### config.mk
export PLATFORM = sky130hd
export DESIGN_NAME = ex_hazard_ctrl
export DESIGN_NICKNAME = d
export VERILOG_FILES = /design/src/rtl/ex_hazard_ctrl.sv
export SDC_FILE = /design/constraint.sdc
export NUM_CORES = 1
export LEC_CHECK = 0
export ABC_AREA = 1
export CAP_MARGIN = 10
export CORE_MARGIN = 1.5
export CORE_UTILIZATION = 45
export DETAILED_ROUTE_END_ITERATION = 16
export PLACE_DENSITY = 0.77
export SYNTH_ARGS = -nofsm -noshare
export SYNTH_HDL_FRONTEND = slang
export SYNTH_SLANG_ARGS = --single-unit
export TNS_END_PERCENT = 20
### constraint.sdc
create_clock -name clk -period 1.6 [get_ports clk]
set_input_delay 0.4 -clock clk [delete_from_list [all_inputs] [get_ports clk]]
set_output_delay 0.4 -clock clk [all_outputs]
set_load 0.05 [all_outputs]
### src/rtl/ex_hazard_ctrl.sv
// ex_hazard_ctrl
//   Execute-stage hazard controller for the in-order core. Keeps a shadow
//   copy of the EX/MEM/WB destination registers and derives:
//     - registered operand forward selects for the EX instruction
//     - the load-use stall (or full interlock when forwarding is disabled)
//     - an IDLE/BUSY sequencer that holds EX for multi-cycle operations
//
//   Build option: define HAZ_FWD_EN to enable forwarding and load-use-only
//   stalls. With HAZ_FWD_EN undefined, fwd_sel1/2 are tied to 00 and any
//   dependence on EX, MEM or WB interlocks until it retires.
//
//   Ports
//     clk, reset                     rising-edge clock, sync active-high reset
//     id_valid                       decode holds a valid instruction
//     id_rs1/id_rs2, id_rs*_used     source indices and read enables
//     id_rd, id_rd_wen               destination index and write enable
//     id_is_load                     instruction is a load
//     id_mc, id_mc_lat               multi-cycle op and its total EX cycles
//     stall                          freeze IF/ID and ID/EX (combinational)
//     ex_bubble                      ID/EX loads a NOP this edge (combinational)
//     ex_valid                       valid instruction in EX (registered)
//     fwd_sel1/fwd_sel2              00 regfile, 01 EX/MEM, 10 MEM/WB (registered)
//     busy                           sequencer in BUSY (registered)
module ex_hazard_ctrl #(
    parameter int unsigned REG_ADDR = 5,
    parameter int unsigned LAT_W    = 4
) (
    input  logic                clk,
    input  logic                reset,
    input  logic                id_valid,
    input  logic [REG_ADDR-1:0] id_rs1,
    input  logic [REG_ADDR-1:0] id_rs2,
    input  logic                id_rs1_used,
    input  logic                id_rs2_used,
    input  logic [REG_ADDR-1:0] id_rd,
    input  logic                id_rd_wen,
    input  logic                id_is_load,
    input  logic                id_mc,
    input  logic [LAT_W-1:0]    id_mc_lat,
    output logic                stall,
    output logic                ex_bubble,
    output logic                ex_valid,
    output logic [1:0]          fwd_sel1,
    output logic [1:0]          fwd_sel2,
    output logic                busy
);

    typedef enum logic {
        ST_IDLE = 1'b0,
        ST_BUSY = 1'b1
    } state_t;

    state_t r_state;
    state_t w_state_nxt;

    logic [LAT_W-1:0]    r_cnt;

    logic                r_ex_v;
    logic [REG_ADDR-1:0] r_ex_rd;
    logic                r_ex_wen;
    logic                r_mem_v;
    logic [REG_ADDR-1:0] r_mem_rd;
    logic                r_mem_wen;

    logic                w_m1_ex;
    logic                w_m2_ex;
    logic                w_m1_mem;
    logic                w_m2_mem;
    logic                w_haz;
    logic                w_issue;
    logic                w_mc_long;

    // Source matches a slot: read enabled, slot writes, same index, not x0.
    function automatic logic f_match(
        input logic                used,
        input logic [REG_ADDR-1:0] idx,
        input logic                v,
        input logic                wen,
        input logic [REG_ADDR-1:0] rd
    );
        return used && v && wen && (rd == idx) && (idx != '0);
    endfunction

    assign w_m1_ex  = f_match(id_rs1_used, id_rs1, r_ex_v,  r_ex_wen,  r_ex_rd);
    assign w_m2_ex  = f_match(id_rs2_used, id_rs2, r_ex_v,  r_ex_wen,  r_ex_rd);
    assign w_m1_mem = f_match(id_rs1_used, id_rs1, r_mem_v, r_mem_wen, r_mem_rd);
    assign w_m2_mem = f_match(id_rs2_used, id_rs2, r_mem_v, r_mem_wen, r_mem_rd);

`ifdef HAZ_FWD_EN
    // Only the EX slot's load flag is ever consulted, so it is not carried further.
    logic       r_ex_ld;
    logic [1:0] r_fwd1;
    logic [1:0] r_fwd2;
    logic [1:0] w_fwd1;
    logic [1:0] w_fwd2;

    assign w_haz  = id_valid && r_ex_ld && (w_m1_ex || w_m2_ex);
    // EX/MEM wins over MEM/WB; a load in EX is never a forward source.
    assign w_fwd1 = (w_m1_ex && !r_ex_ld) ? 2'b01 : (w_m1_mem ? 2'b10 : 2'b00);
    assign w_fwd2 = (w_m2_ex && !r_ex_ld) ? 2'b01 : (w_m2_mem ? 2'b10 : 2'b00);
    assign fwd_sel1 = r_fwd1;
    assign fwd_sel2 = r_fwd2;
`else
    // The WB slot only matters for the interlock, so it exists only in this build.
    logic                r_wb_v;
    logic [REG_ADDR-1:0] r_wb_rd;
    logic                r_wb_wen;
    logic                w_m1_wb;
    logic                w_m2_wb;

    assign w_m1_wb  = f_match(id_rs1_used, id_rs1, r_wb_v, r_wb_wen, r_wb_rd);
    assign w_m2_wb  = f_match(id_rs2_used, id_rs2, r_wb_v, r_wb_wen, r_wb_rd);
    assign w_haz    = id_valid && (w_m1_ex || w_m2_ex || w_m1_mem || w_m2_mem ||
                                   w_m1_wb || w_m2_wb);
    assign fwd_sel1 = 2'b00;
    assign fwd_sel2 = 2'b00;
`endif

    // Issue decision deliberately independent of stall to keep it loop-free.
    assign w_issue   = id_valid && !w_haz && (r_state == ST_IDLE);
    assign w_mc_long = w_issue && id_mc && (id_mc_lat >= LAT_W'(2));

    always_ff @(posedge clk) begin
        if (reset) begin
            r_state <= ST_IDLE;
        end else begin
            r_state <= w_state_nxt;
        end
    end

    always_comb begin
        w_state_nxt = r_state;
        stall       = 1'b0;
        ex_bubble   = 1'b0;
        if (!reset) begin
            case (r_state)
                ST_BUSY: begin
                    stall = 1'b1;
                    if (r_cnt == '0) begin
                        w_state_nxt = ST_IDLE;
                    end
                end
                default: begin
                    if (w_haz) begin
                        stall     = 1'b1;
                        ex_bubble = 1'b1;
                    end else if (w_mc_long) begin
                        w_state_nxt = ST_BUSY;
                    end
                end
            endcase
        end
    end

    always_ff @(posedge clk) begin
        if (reset) begin
            r_cnt     <= '0;
            r_ex_v    <= 1'b0;
            r_ex_rd   <= '0;
            r_ex_wen  <= 1'b0;
            r_mem_v   <= 1'b0;
            r_mem_rd  <= '0;
            r_mem_wen <= 1'b0;
`ifdef HAZ_FWD_EN
            r_ex_ld   <= 1'b0;
            r_fwd1    <= 2'b00;
            r_fwd2    <= 2'b00;
`else
            r_wb_v    <= 1'b0;
            r_wb_rd   <= '0;
            r_wb_wen  <= 1'b0;
`endif
        end else if (r_state == ST_BUSY) begin
            // EX and its forward selects hold; a bubble drains into MEM.
            if (r_cnt != '0) begin
                r_cnt <= r_cnt - LAT_W'(1);
            end
            r_mem_v <= 1'b0;
`ifndef HAZ_FWD_EN
            r_wb_v   <= r_mem_v;
            r_wb_rd  <= r_mem_rd;
            r_wb_wen <= r_mem_wen;
`endif
        end else begin
            r_ex_v    <= w_issue;
            r_ex_rd   <= id_rd;
            r_ex_wen  <= id_rd_wen;
            r_mem_v   <= r_ex_v;
            r_mem_rd  <= r_ex_rd;
            r_mem_wen <= r_ex_wen;
            if (w_mc_long) begin
                r_cnt <= id_mc_lat - LAT_W'(2);
            end
`ifdef HAZ_FWD_EN
            r_ex_ld <= id_is_load;
            r_fwd1  <= w_issue ? w_fwd1 : 2'b00;
            r_fwd2  <= w_issue ? w_fwd2 : 2'b00;
`else
            r_wb_v   <= r_mem_v;
            r_wb_rd  <= r_mem_rd;
            r_wb_wen <= r_mem_wen;
`endif
        end
    end

    assign ex_valid = r_ex_v;
    assign busy     = (r_state == ST_BUSY);

`ifndef HAZ_FWD_EN
    // Load flag has no effect without forwarding.
    logic w_unused;
    assign w_unused = id_is_load;
`endif

endmodule

==> results.md, run 1 <==
- Multiplexer share of the synthesized area: 0%
- GR Overflow Total: 0
- TritonCTS buffer count: 3
- Initial core utilization: 48.17%
- Lkg Pwr: 1.152 nW
- VDD IR-drop max: 0.0003900 V
- PortBufs: 29
- Final Skew: 0.003173 ns
- Multi-input gate area: slightly above 1000 um2
- Via Count: 1742
- # diodes: 0
- Post-synthesis compound-gate area fraction: 13.00%
- Worst Path Max Fanout: 5
- Pin count of the biggest net entering global routing: 17
- Number of global-route vias before repair: 1637
- CTS tree: yes
- Initial antenna violation count: 0
- Num rows: 21
- Largest family of logic cells by synthesized area: simple AND/OR/NAND/NOR gates
- Finished Layout Cells: approximately 370
- Die area: 4028 um2
- Setup_tns: -0.9678 ns
- Hold_buf cts: 0
- Crit end category: output pin
- Post-Synth XOR/XNOR Area: 5.856%
- Most frequent cells in the layout: nand2_1, buf_4, inv_1
- Inst Count DP: 358
- Status: complete, but fails checks
- Crit path launch type: input port
- Leading area contributor after synthesis: dfxtp_1
- Total Power: between 1.5 and 2 mW
- DR pass1 iterations: 4
- Yosys top cell area share: 31.63%
- FMAX: 471.2 MHz
- Sequential share of the synthesized area: 31.63%
- Crit Path Category: input port to output pin
- Max Slew Vio Count: 0
- IO Pins: 35
- Flops & latches, synth: 26
- Final Hold Viols: 0
- CTS clk-pin slew, worst paths: 0.15 ns
- CTS H-tree depth: 1
- Layout cells sized above 1: roughly a third
- Detail Route Antenna Nets: 0
- Register area: 550.5 um2
- Pwr dens: 717.9 nW/um2
- RSZ-0062 raised after global routing: yes
- Setup ws final: -0.5224 ns
- Final setup viols: 2
- Routability-driven placement congestion ratio: slightly above 0.9
- DR vias/cell: 4.773
- Total wire length: 4.102 mm
- Starting DRT DRC Count: 122
- Fin crit share: 132.7%
- Core area: 3416 um2
- Failing checks: setup timing
- Post-synthesis adder-cell area fraction: 2.281%
- Net count, final: 350
- Ranking of synthesized cells by area: dfxtp_1, nand2_1, a21oi_1
- Commonest non-fill, non-tap cell in the layout: nand2_1
- Syn Area/Cell: 6.402 um2
- Ys Warns: 0
- Die Y: 63.47 um
- Crit path DAT: between 1.5 and 2 ns
- Residual DRC count: 0
- R2R setup slack: around 0.03 ns
- Synth Area in Simple Gates: 34.90%
- Hold crit path type: flop to flop
- Fillers: 297
- Synthesis-to-layout area growth: 45.93%
- Post-synthesis cell count: 257
- Worst-Skew Late Latency: 0.32 ns
- Clock Path Buffers: 2
- Cell Area, Synth: 1645 um2
- Post-DP HPWL: 3.148 mm
- CP required: between 1 and 1.5 ns
- Min cycle time layout: 2.122 ns
- Clock sinks: 26
- First-pass GRT wire length: 6.844 mm
- Distinct cells, synth: 23
- Die width: 63.47 um
- Total track usage: 21.18%
- CTS root buffer: clkbuf_4
- DR WL/cell: 11.24 um
- Maximum capacitance violations: 0
per-stage QoR:
stage          hold WS, ns  utilization (%)  setup WS, ns  cell area, um2
2_1_floorplan       0.4166                -       -0.1560            1697
3_3_place_gp        0.4323            66.41       -0.8018            2268
3_5_place_dp        0.4452            66.41       -0.8287            2268
4_1_cts             0.4649            69.34       -0.4868            2369
5_1_grt             0.4799            70.29       -0.6702            2401
6_report            0.4559            70.29       -0.5224            2401
worst max-delay path, stage by stage:
cell and delay [ns]:
dlygate4sd2_1 0.30, inv_2 0.09, nand2_1 0.06, a21oi_2 0.13, nand3_1 0.11, nand3_2 0.10, nand2_4 0.06, nand2_4 0.08
nand2_4 0.07, a21oi_4 0.18, buf_12 0.15
cell usage after synthesis (all sizes together):
cell,n
nand2,75
inv,38
dfxtp,26
nor2,26
a21oi,25
nand3,23
o21ai,16
xor2,10
buf,8
ha,3
nor3,2
clkbuf,1
conb,1
nand4,1
o31a,1
xnor2,1
power breakdown:
part           total, mW  internal, mW  switching [mW]
combinational      0.514         0.242           0.273
clock              0.456         0.253           0.203
sequential         0.753         0.705          0.0482
total               1.72          1.20           0.524
logic make-up after synthesis:
| logic type | Yosys count |
|---|---|
| other | 1 |
| adders and majority gates | 3 |
| AOI/OAI and AO/OA | 42 |
| DFF | 26 |
| and+or+nand+nor | 127 |
| xor gates and xnor gates | 11 |
| buffers and inverters | 47 |
cell type report:
type | instances | share of cell area (%)
multi-input cells | 187 | 41.95
repair buffers | 64 | 24.60
flip-flops and latches | 26 | 22.93
inverters | 38 | 5.941
well taps | 46 | 2.397
clock inverters | 1 | 1.251
clock buffers | 3 | 0.9380
state kept, by name, indices dropped and copies added (netlist names):
name       cells
r_wb_v         1
r_wb_rd        5
ex_valid       1
r_mem_rd       5
r_mem_wen      1
r_mem_v        1
r_ex_rd        5
r_cnt          4
r_ex_wen       1
r_wb_wen       1
busy           1
per-layer routing:
metal	routed length (um)	GRT usage, %	vias up
li1	-	-	921
met5	0	0	-
met3	163	2.143	6
met4	41	6.522	0
met2	2040	38.03	39
met1	1856	26.43	776
path summary, 6_finish.rpt:
path / from / endpoint / cells after the start
hold / removal: r_mem_v / r_wb_v / 2
setup reg to reg: r_mem_rd[2] / r_cnt[2] / 13
hold reg to reg: r_mem_v / r_wb_v / 2
setup / recovery: id_rs2[4] / stall / 11
repair_timing:
| item | in CTS | in global routing |
|---|---|---|
| pin swaps | 15 | 12 |
| endpoints found under the setup margin | 8 | 7 |
| resized for setup | 49 | 9 |
| endpoints found under the hold margin | 0 | 0 |
| buffers inserted | 1 | 2 |
Power figures use the tool's default switching activity.
==> run 2, diff against run 1 <==
- PLACE_DENSITY: 0.77 -> 0.72
==> results.md, run 2 (synthesis results as in run 1) <==
- Status: complete, but fails checks
- Failing checks: setup timing
- Setup Fix Bufs, Post-CTS: 0
- Initial core utilization: between 40 and 50%
- Layout cells sized above 1: 25.88%
- Crit Path Category: flop to output pin
- Die Y: 63.47 um
- Hold crit path type: flop to flop
- CTS root buffer: clkbuf_4
- First-pass GRT wire length: 6.831 mm
- CP Capture Point: stall
- Max Slew Vio Count: 0
- Pwr dens: 690.4 nW/um2
- Fin crit share: 133.7%
- Finished Core Util: 67.55%
- Pin count of the biggest net entering global routing: 21
- Synthesis-to-layout area growth: 40.23%
- Number of global-route vias before repair: 1598
- Routability-driven placement congestion ratio: ~0.9
- Crit path launch type: flop
- Grt met1 use: 29.48%
- Initial antenna violation count: 0
- CTS tree: yes
- Clock sinks: 26
- GR Overflow Total: 0
- Lkg Pwr: approximately 1.1 nW
- CP required: 1.20 ns
- Worst R2R Path Depth: 12
- Met2 Usage GRT: 33.55%
- Crit path top cell by count: nand2_4
- Maximum capacitance violations: 0
- Commonest non-fill, non-tap cell in the layout: nand2_1
- Die area: 4028 um2
- GRT met3 Usage: 2.143%
- Post-DP HPWL: between 3 and 4 mm
- Worst setup startpoint: r_wb_rd[2]
- Final Hold Viols: 0
- Net count, final: 344
- Clock Path Buffers: 2
- Hold_buf cts: 0
- TritonCTS buffer count: 3
- Worst path max stage delay: approximately 0.40 ns
- DR pass1 iterations: 4
- Num rows: 21
- Slowest stage cell, crit path: dfxtp_1
- VDD IR-drop max: 0.0003912 V
- Ordered list of cells on the worst path: inv_1, nand2_1, nand2_1, nor2_1, nand3_1, nand3_2, nand2_4, nand2_4, nand2_4, a21oi_4, buf_12
- Core area: 3416 um2
- Finished Layout Cells: 359
- Gr busiest metal: met2
- RSZ-0062 raised after global routing: yes
- Setup ws final: -0.5400 ns
- Most frequent cells in the layout: nand2_1, buf_4, inv_1
- Crit end category: output pin
- CTS H-tree depth: 1
- Crit path DAT: 1.74 ns
- Worst reg2reg startpoint: r_wb_rd[2]
- Worst Path Max Fanout: 3
- Total track usage: between 20% and 30%
- Starting DRT DRC Count: 99
- Worst-Skew Late Latency: 0.33 ns
- Final setup viols: 2
- R2R setup slack: 0.08 ns
- Inst Count DP: between 300 and 400
- Detail Route Antenna Nets: 0
- IO Pins: 35
- Final Skew: 0.008448 ns
- Die width: 63.47 um
- Via Count: 1751
- DR vias/cell: 4.877
- CTS clk-pin slew, worst paths: 0.15 ns
- Biggest regs: r_ex_rd x5, r_mem_rd x5, r_wb_rd x5
- # diodes: 0
- DR WL/cell: 11.36 um
- PortBufs: 29
- Total wire length: 4.079 mm
- Reg-to-Reg End: r_cnt[1]
- Residual DRC count: 0
- FMAX: between 400 and 500 MHz
- Min cycle time layout: 2.140 ns
run 2: how the worst min path moves through the flow:
stage	start	depth (start not counted)	slack (ns)	endpoint
after floorplan	r_mem_v	2	0.42	r_wb_v
after global placement	r_ex_wen	2	0.48	r_ex_wen
after detailed placement	r_mem_rd[0]	2	0.49	r_wb_rd[0]
after CTS	r_mem_rd[0]	2	0.50	r_wb_rd[0]
after global routing	r_mem_rd[0]	2	0.50	r_wb_rd[0]
final	r_mem_rd[0]	2	0.49	r_wb_rd[0]
run 2: stage by stage:
step | hold WS (ns) | setup TNS (ns) | area (um2) | total power, mW | worst slack (ns)
after CTS | 0.4973 | -0.9764 | 2292 | 1.589 | -0.5104
after floorplan | 0.4166 | -0.2604 | 1697 | 1.044 | -0.1560
after detailed placement | 0.4888 | -4.439 | 2246 | 1.255 | -0.7999
after global placement | 0.4843 | -4.467 | 2246 | 1.248 | -0.8154
after global routing | 0.5047 | -1.410 | 2307 | 1.691 | -0.6236
final | 0.4889 | -1.011 | 2307 | 1.593 | -0.5400
run 2: critical path, delay by kind of cell (launching register included):
| kind | cells | cell delay, ns |
|---|---|---|
| buffers and inverters | 2 | 0.20 |
| and+or+nand+nor | 8 | 0.65 |
| DFF | 1 | 0.40 |
| AOI/OAI and AO/OA | 1 | 0.17 |
run 2: layer usage:
metal  vias up  routed length, um
met2        59               1827
met4         0                 67
met3         8                258
li1        911                  -
met1       773               1927
met5         -                  0
run 2: area by class of cell:
type                       count  area (um2)
inverter                      38       142.6
multi-input combinational    187       997.2
sequential                    26       540.5
clock buffer                   4       36.28
fill                         324        1109
timing repair buffer          58       533.0
tap                           46       57.56
run 2: power by group:
part	total, mW	internal [mW]	switching (mW)
clock network	0.344	0.139	0.204
logic	0.505	0.227	0.278
registers	0.745	0.704	0.0412
run 2: timing repair:
action | CTS | global route
gates resized for setup | 24 | 15
pin swaps | 6 | 10
setup endpoints to repair | 7 | 7
gates cloned | 0 | 0
==> run 3, diff against run 2 <==
- PLACE_DENSITY: 0.72 -> 0.75
- clock period: 1.6 -> 1.8 ns (I/O delays scaled with it)
==> results.md, run 3 (synthesis results as in run 1) <==
- Status: complete, but fails checks
- Failing checks: setup timing
- Biggest regs: r_ex_rd x5, r_mem_rd x5, r_wb_rd x5
- Starting DRT DRC Count: between 90 and 100
- Max Slew Vio Count: 0
- Placed Area: 2193 um2
- Net count, final: 340
- Pwr dens: between 600 and 700 nW/um2
- Clock sinks: 26
- Layout cells sized above 1: 29.13%
- CTS H-tree depth: 1
- CTS root buffer: clkbuf_4
- Crit path DAT: between 1.5 and 2 ns
- Initial core utilization: around 48%
- Clock Path Buffers: 2
- Total track usage: 21.13%
- Worst Path Max Fanout: 4
- Number of global-route vias before repair: 1566
- Hold_buf cts: 0
- GR Overflow Total: 0
- Final Hold Viols: 0
- Crit Path Category: input port to output pin
- CTS clk-pin slew, worst paths: around 0.15 ns
- Setup WS pre-CTS: -0.7288 ns
- TritonCTS buffer count: 3
- Final Skew: 0.007275 ns
- Residual DRC count: 0
- Inst Count DP: 350
- Setup_tns: -0.7552 ns
- FMAX: 455.6 MHz
- Crit end category: output pin
- WL met2: 1.939 mm
- RSZ-0062 raised after global routing: yes
- First-pass GRT wire length: a little under 7 mm
- # diodes: 0
- Die area: 4028 um2
- Crit path launch type: input port
- Hold crit path type: flop to flop
- Detail Route Antenna Nets: 0
- Setup ws final: -0.3950 ns
- DR WL/cell: roughly 11 um
- Num rows: 21
- Total length of routed met3 wires: between 150 and 200 um
- Finished Layout Cells: 355
- CTS tree: yes
- Maximum capacitance violations: 0
- Fin crit share: 121.9%
- Most frequent cells in the layout: nand2_1, inv_1, buf_4
- Post-DP HPWL: 3.058 mm
- Die Y: approximately 63 um
- Min cycle time layout: 2.195 ns
- DR vias/cell: 4.645
- Core area: 3416 um2
- Lkg Pwr: 1.097 nW
- Design area: 2300 um2
- PortBufs: 29
- Pin count of the biggest net entering global routing: 21
- Synthesis-to-layout area growth: 39.77%
- DR pass1 iterations: 5
- Top layer in use: met4
- Total wire length: 3.969 mm
- Die width: between 60 and 70 um
- Via Count: roughly 1600
- CP required: 1.35 ns
- IO Pins: 35
- Commonest non-fill, non-tap cell in the layout: nand2_1
- Final setup viols: 2
- Initial antenna violation count: 0
- Met1 WL: between 1.5 and 2 mm
- Routability-driven placement congestion ratio: 0.9111
- Worst-Skew Late Latency: 0.33 ns
- VDD IR-drop max: 0.0005814 V
## run 3: layer usage
layer / vias to the layer above / global-route usage, %
met1: 706 / 27.40
met4: 0 / 4.891
met3: 6 / 3.571
met2: 35 / 36.45
met5: - / 0
li1: 902 / -
## run 3: final timing paths
path	cells past startpoint	from	endpoint	slack, ns
max reg2reg	9	r_wb_rd[1]	r_cnt[0]	0.30
min reg2reg	2	r_mem_v	r_wb_v	0.46
min	2	r_mem_v	r_wb_v	0.46
max	9	id_rs1[2]	stall	-0.40
## run 3: power breakdown
| part | switching, mW | internal, mW |
|---|---|---|
| Combinational | 0.241 | 0.194 |
| Clock | 0.187 | 0.225 |
| Sequential | 0.0370 | 0.627 |
| Total | 0.465 | 1.05 |
## run 3: repair_timing
item | in CTS | in global routing
setup buffers | 0 | 1
gates resized for setup | 47 | 13
pin swaps | 9 | 11
endpoints found under the hold margin | 0 | 0
endpoints found under the setup margin | 6 | 2
## run 3: metrics by stage
| step | total power, mW | hold WS [ns] | util (%) |
|---|---|---|---|
| final | 1.510 | 0.4550 | 67.33 |
| after global routing | 1.607 | 0.4855 | 67.33 |
| after CTS | 1.525 | 0.4622 | 67.03 |
| after detailed placement | 1.102 | 0.4423 | 64.21 |
| after global placement | 1.097 | 0.4461 | 64.21 |
| after floorplan | 0.9285 | 0.4166 | - |
## run 3: worst max-delay path, cell delays in order
cell and delay [ns]:
clkdlybuf4s15_2 0.22, buf_4 0.14, nor3_1 0.26, nand3_1 0.19, nand2_4 0.12, nand2_4 0.05
nand2_4 0.09, a21oi_4 0.07, buf_12 0.15
## run 3: layout make-up
cell class,count,area [um2]
Timing Repair Buffer,54,500.5
Fill cell,321,1116
Inverter,38,142.6
Multi-Input combinational cell,187,1001
Clock buffer,3,22.52
Sequential cell,26,545.5
Clock inverter,1,30.03
Tap cell,46,57.56
